--- src/rtl/count_ctrl_pkg.sv ---
// Shared types and constants for the counter enable controller.
package count_ctrl_pkg;

  localparam int unsigned PRESCALE_W_DEF = 8;
  localparam int unsigned BURST_W_DEF    = 4;

  typedef enum logic {
    IDLE = 1'b0,
    RUN  = 1'b1
  } state_t;

  localparam logic MODE_CONT  = 1'b0;
  localparam logic MODE_BURST = 1'b1;

endpackage

--- src/rtl/tick_prescaler.sv ---
// Free-running prescaler: counts 0..period while running, flags the terminal count.
module tick_prescaler #(
  parameter int unsigned PRESCALE_W = 8
) (
  input  logic                  clk,
  input  logic                  reset,
  input  logic                  clear,
  input  logic                  run,
  input  logic [PRESCALE_W-1:0] period,
  output logic                  tick
);

  logic [PRESCALE_W-1:0] presc_q;
  logic [PRESCALE_W-1:0] presc_d;
  logic                  at_end;

  assign at_end = (presc_q == period);

  always_comb begin
    presc_d = presc_q;
    if (clear) begin
      presc_d = '0;
    end else if (run) begin
      presc_d = at_end ? '0 : presc_q + PRESCALE_W'(1);
    end
  end

  always_ff @(posedge clk) begin
    if (reset) begin
      presc_q <= '0;
    end else begin
      presc_q <= presc_d;
    end
  end

  // Decoded from registers only, so enable has no input-to-output path.
  assign tick = run && at_end;

endmodule

--- src/rtl/count_enable_ctrl.sv ---
// Enable-strobe generator for the 4-bit event counter: continuous or N-pulse
// burst runs at a programmable prescaled rate.
module count_enable_ctrl
  import count_ctrl_pkg::*;
#(
  parameter int unsigned PRESCALE_W = PRESCALE_W_DEF,
  parameter int unsigned BURST_W    = BURST_W_DEF
) (
  input  logic                  clk,
  input  logic                  reset,
  input  logic                  start,
  input  logic                  stop,
  input  logic                  mode,
  input  logic [PRESCALE_W-1:0] prescale,
  input  logic [BURST_W-1:0]    burst_len,
  output logic                  enable,
  output logic                  busy,
  output logic                  done,
  output logic [BURST_W-1:0]    pulse_cnt
);

  state_t                state_q;
  state_t                state_d;
  logic                  mode_q;
  logic                  mode_d;
  logic [PRESCALE_W-1:0] prescale_q;
  logic [PRESCALE_W-1:0] prescale_d;
  logic [BURST_W-1:0]    burst_len_q;
  logic [BURST_W-1:0]    burst_len_d;
  logic [BURST_W-1:0]    cnt_q;
  logic [BURST_W-1:0]    cnt_d;
  logic                  done_q;
  logic                  done_d;
  logic                  presc_clear_c;
  logic                  running_c;
  logic                  tick_c;
  logic                  last_pulse_c;

  assign running_c    = (state_q == RUN);
  assign last_pulse_c = (cnt_q == BURST_W'(burst_len_q - BURST_W'(1)));

  tick_prescaler #(
    .PRESCALE_W (PRESCALE_W)
  ) u_presc (
    .clk    (clk),
    .reset  (reset),
    .clear  (presc_clear_c),
    .run    (running_c),
    .period (prescale_q),
    .tick   (tick_c)
  );

  // Next-state, config latch, pulse count and done-pulse decode.
  always_comb begin
    state_d       = state_q;
    mode_d        = mode_q;
    prescale_d    = prescale_q;
    burst_len_d   = burst_len_q;
    cnt_d         = cnt_q;
    done_d        = 1'b0;
    presc_clear_c = 1'b0;

    unique case (state_q)
      IDLE: begin
        if (start && !stop) begin
          mode_d      = mode;
          prescale_d  = prescale;
          burst_len_d = burst_len;
          cnt_d       = '0;
          if ((mode == MODE_BURST) && (burst_len == '0)) begin
            // Empty burst completes immediately without entering RUN.
            done_d = 1'b1;
          end else begin
            state_d       = RUN;
            presc_clear_c = 1'b1;
          end
        end
      end

      RUN: begin
        // The strobe in this cycle is always counted, even when stopping,
        // so pulse_cnt keeps tracking the downstream counter.
        if (tick_c) begin
          if ((mode_q == MODE_BURST) && last_pulse_c) begin
            cnt_d   = burst_len_q;
            state_d = IDLE;
            done_d  = !stop;
          end else begin
            cnt_d = cnt_q + BURST_W'(1);
          end
        end
        if (stop) begin
          state_d = IDLE;
        end
      end

      default: begin
        state_d = IDLE;
      end
    endcase
  end

  always_ff @(posedge clk) begin
    if (reset) begin
      state_q     <= IDLE;
      mode_q      <= MODE_CONT;
      prescale_q  <= '0;
      burst_len_q <= '0;
      cnt_q       <= '0;
      done_q      <= 1'b0;
    end else begin
      state_q     <= state_d;
      mode_q      <= mode_d;
      prescale_q  <= prescale_d;
      burst_len_q <= burst_len_d;
      cnt_q       <= cnt_d;
      done_q      <= done_d;
    end
  end

  assign enable    = tick_c;
  assign busy      = running_c;
  assign done      = done_q;
  assign pulse_cnt = cnt_q;

endmodule

--- config.mk ---
export PLATFORM = sky130hd
export DESIGN_NAME = count_enable_ctrl
export DESIGN_NICKNAME = d
export VERILOG_FILES = /design/src/rtl/count_ctrl_pkg.sv /design/src/rtl/tick_prescaler.sv /design/src/rtl/count_enable_ctrl.sv
export SDC_FILE = /design/constraint.sdc
export NUM_CORES = 1
export LEC_CHECK = 0
export CAP_MARGIN = 20
export CORE_MARGIN = 3
export CORE_UTILIZATION = 40
export DETAILED_ROUTE_END_ITERATION = 6
export GPL_ROUTABILITY_DRIVEN = 1
export PLACE_DENSITY_LB_ADDON = 0.05
export SYNTH_ARGS = -nofsm -noshare
export SYNTH_HDL_FRONTEND = slang
export SYNTH_SLANG_ARGS = --single-unit
--- constraint.sdc ---
create_clock -name clk -period 4.55 [get_ports clk]
set_input_delay 0.91 -clock clk [delete_from_list [all_inputs] [get_ports clk]]
set_output_delay 0.91 -clock clk [all_outputs]
set_load 0.02 [all_outputs]
==> metrics.txt <==
Final #Nets between 200 and 250; core area 3390 um2; CTS tree built; largest family of logic cells by synthesized area simple AND/OR/NAND/NOR gates; Reg power frac 58.7%; TritonCTS Buffers 3; leak pwr 0.592 nW; share of cells above drive strength 1 11.2%; fin crit period roughly 3100 ps; worst vdd ir 0.000116 V; Setup Skew 1.94 ps; Filler Cells Inserted 335; Setup crit start kind flop; Peak Freq 324 MHz; Crit. End Element primary output; synth warn 0; FF/Latch Area 541 um2; RSZ-0062 raised after global routing false; CTS Root Cell clkbuf_4; Slew Limit Fails 0; worst min-delay path class flop to flop; routed vias between 1000 and 1500; largest area contributor in the netlist dfxtp_1; Seq/Total Area, Yosys 37.9%; initial antenna violation count 0; total power 0.429 mW; clock sink total 27; clk_lat worst skew 320 ps; Setup-failing EPs final 0; Cell Rows 21; footprint of the multi-input gates 822 um2; minimum hold slack 482 ps; DRT antenna net count 0; Routability Congestion 0.794; CP Class flop to primary output; Resized Gates After CTS 0; first-pass GRT wire length 5140 um; number of global-route vias before repair 1144; Logic pwr share between 10% and 20%; Die Y 65.7 um; input/output buffers 23; htree depth 1; first drt pass iteration count 7; Max clock buf depth 2; commonest non-fill, non-tap cells in the layout 31 x nand2_1, 27 x dfxtp_1, 23 x clkdlybuf4s50_1; commonest non-fill, non-tap cell in the layout nand2_1; share of the synthesized area in the top cell type between 30% and 40%; dpl hpwl 2340 um; mux cell area share after synthesis 2.19%; ant diodes 0; result of the run completed; adder-cell share of the synthesized area 2.63%; Routed WL 3050 um; power per cell area 253 nW/um2; Avg WL per Cell 13.1 um; Syn Area/Cell 8.54 um2; Post-Syn Area 1430 um2; Boundary Pins 24; GRT Resource Usage Total 15.3%; Synth area leaders dfxtp_1 38%, nand2_1 8.2%, xnor2_1 7.4%, a21oi_1 4.9%, xor2_1 3.7%; DR iter-0 viols 57; pin count of the biggest net entering global routing 22; Required @ worst endpoint 3640 ps; DRC 0; Least-Margin Pin Slew about 750 ps; Switching Power 0.118 mW; Rel. slew slack about half; starting density of the core 42.1%; Reg clk slew, reported paths around 140 ps; Cells after Synth between 150 and 200; Clock power frac 24.5%; Die Footprint about 4300 um2; Mapped Nets around 190; Final Hold Fails 0; setup ws final 1460 ps; Sw Share 27.6%; P_int 0.311 mW; Post-CTS Hold Fix Bufs 0; Worst R2R Setup Slack 2530 ps; P&R area growth vs syn 18.9%; Finished Core Util 50.1%; Yosys reg bits 27; DR vias/cell 5.09; final worst-path cycle share 67.8%; Distinct cells, synth 42; crit-path max FO 8; Max-cap violations 0; Worst Path Arrival between 2000 and 2500 ps; Setup WS pre-CTS 1760 ps; setup bufs post-CTS 0; simple-gate share of the synthesized area roughly 29%; Die Width ~66 um; xor and xnor fraction of the mapped netlist area 13.3%; Setup TNS 0 ps; total congestion overflow 0; Synth Area in Compound Gates 10.6%
-- sequential cells by signal, indices dropped and copies added, names as in the netlist --
register	flops
u_presc.presc_q	8
burst_len_q	4
pulse_cnt	4
mode_q	1
prescale_q	8
done	1
busy	1
-- worst max-delay path: stages, from the launching register on --
cell             delay (ps)
dfxtp_1                 370
xnor2_1                 270
nand3_2                 150
nor3_4                  380
clkdlybuf4s50_1         680
-- path summary, 6_finish.rpt --
check	from	to	depth (start not counted)
setup reg to reg	busy	u_presc.presc_q[4]	5
hold / removal	prescale_q[7]	prescale_q[7]	2
setup / recovery	u_presc.presc_q[4]	enable	4
hold reg to reg	prescale_q[7]	prescale_q[7]	2
-- per-layer routing --
layer / vias to the layer above / GRT usage (%) / share of wire [%]
li1: 612 / - / -
met1: 552 / 21.6 / 52
met2: 21 / 23.7 / 44
met3: 2 / 2.56 / 3.9
met4: 0 / 4.66 / 0.46
met5: - / 0 / 0
-- cell families (layout without fill, tap and decap cells) --
logic type | count (synthesis) | after routing
and+or+nand+nor | 78 | 78
DFF | 27 | 27
AOI/OAI and AO/OA | 24 | 24
xor gates and xnor gates | 20 | 20
buffers and inverters | 12 | 32
adders and majority gates | 3 | 3
muxes | 3 | 3
-- cells in the mapped netlist --
cell      number
nor2_2         7
clkbuf_8       1
and3_1         3
or2_2          1
buf_2          1
o31ai_1        1
xnor2_1       12
o22ai_1        1
o31a_1         1
nand4_1        6
mux2i_1        2
nor3_4         1
o221ai_1       1
nand3b_1       3
or3_1          1
nand2_2        1
nor3_1         1
inv_1          5
o21ba_1        1
xnor2_2        2
o21a_1         1
nand3_1        7
and2_1         1
xor2_1         6
nand2b_1       1
a311oi_1       1
mux2_2         1
nor2_4         1
o211ai_1       1
nand4_2        1
nor2_1         8
buf_6          1
nor4_1         2
clkbuf_1       4
dfxtp_1       27
o21ai_2        1
a21oi_1       14
nand4b_1       1
a22oi_1        1
ha_1           3
nand3_2        1
nand2_1       31
-- per-stage QoR --
step,instances,area (um2)
3_5_place_dp,229,1670
6_report,233,1700
4_1_cts,233,1700
5_1_grt,233,1700
3_3_place_gp,229,1670
2_1_floorplan,167,1430
-- area by class of cell --
cell class / instances / area share (%)
Multi-Input combinational cell: 128 / 48.5
Sequential cell: 27 / 31.9
Timing Repair Buffer: 23 / 13.6
Tap cell: 46 / 3.39
Clock buffer: 3 / 1.33
Inverter: 5 / 1.11
Clock inverter: 1 / 0.295
-- power groups by stage --
stage               registers (mW)  clock network (mW)  logic [mW]
floorplan                    0.255                   0      0.0499
global placement             0.257                   0      0.0715
detailed placement           0.257                   0      0.0720
CTS                          0.252               0.109      0.0726
global route                 0.253               0.118      0.0795
finish                       0.252               0.105      0.0722
(Power assumes the default switching activity.)
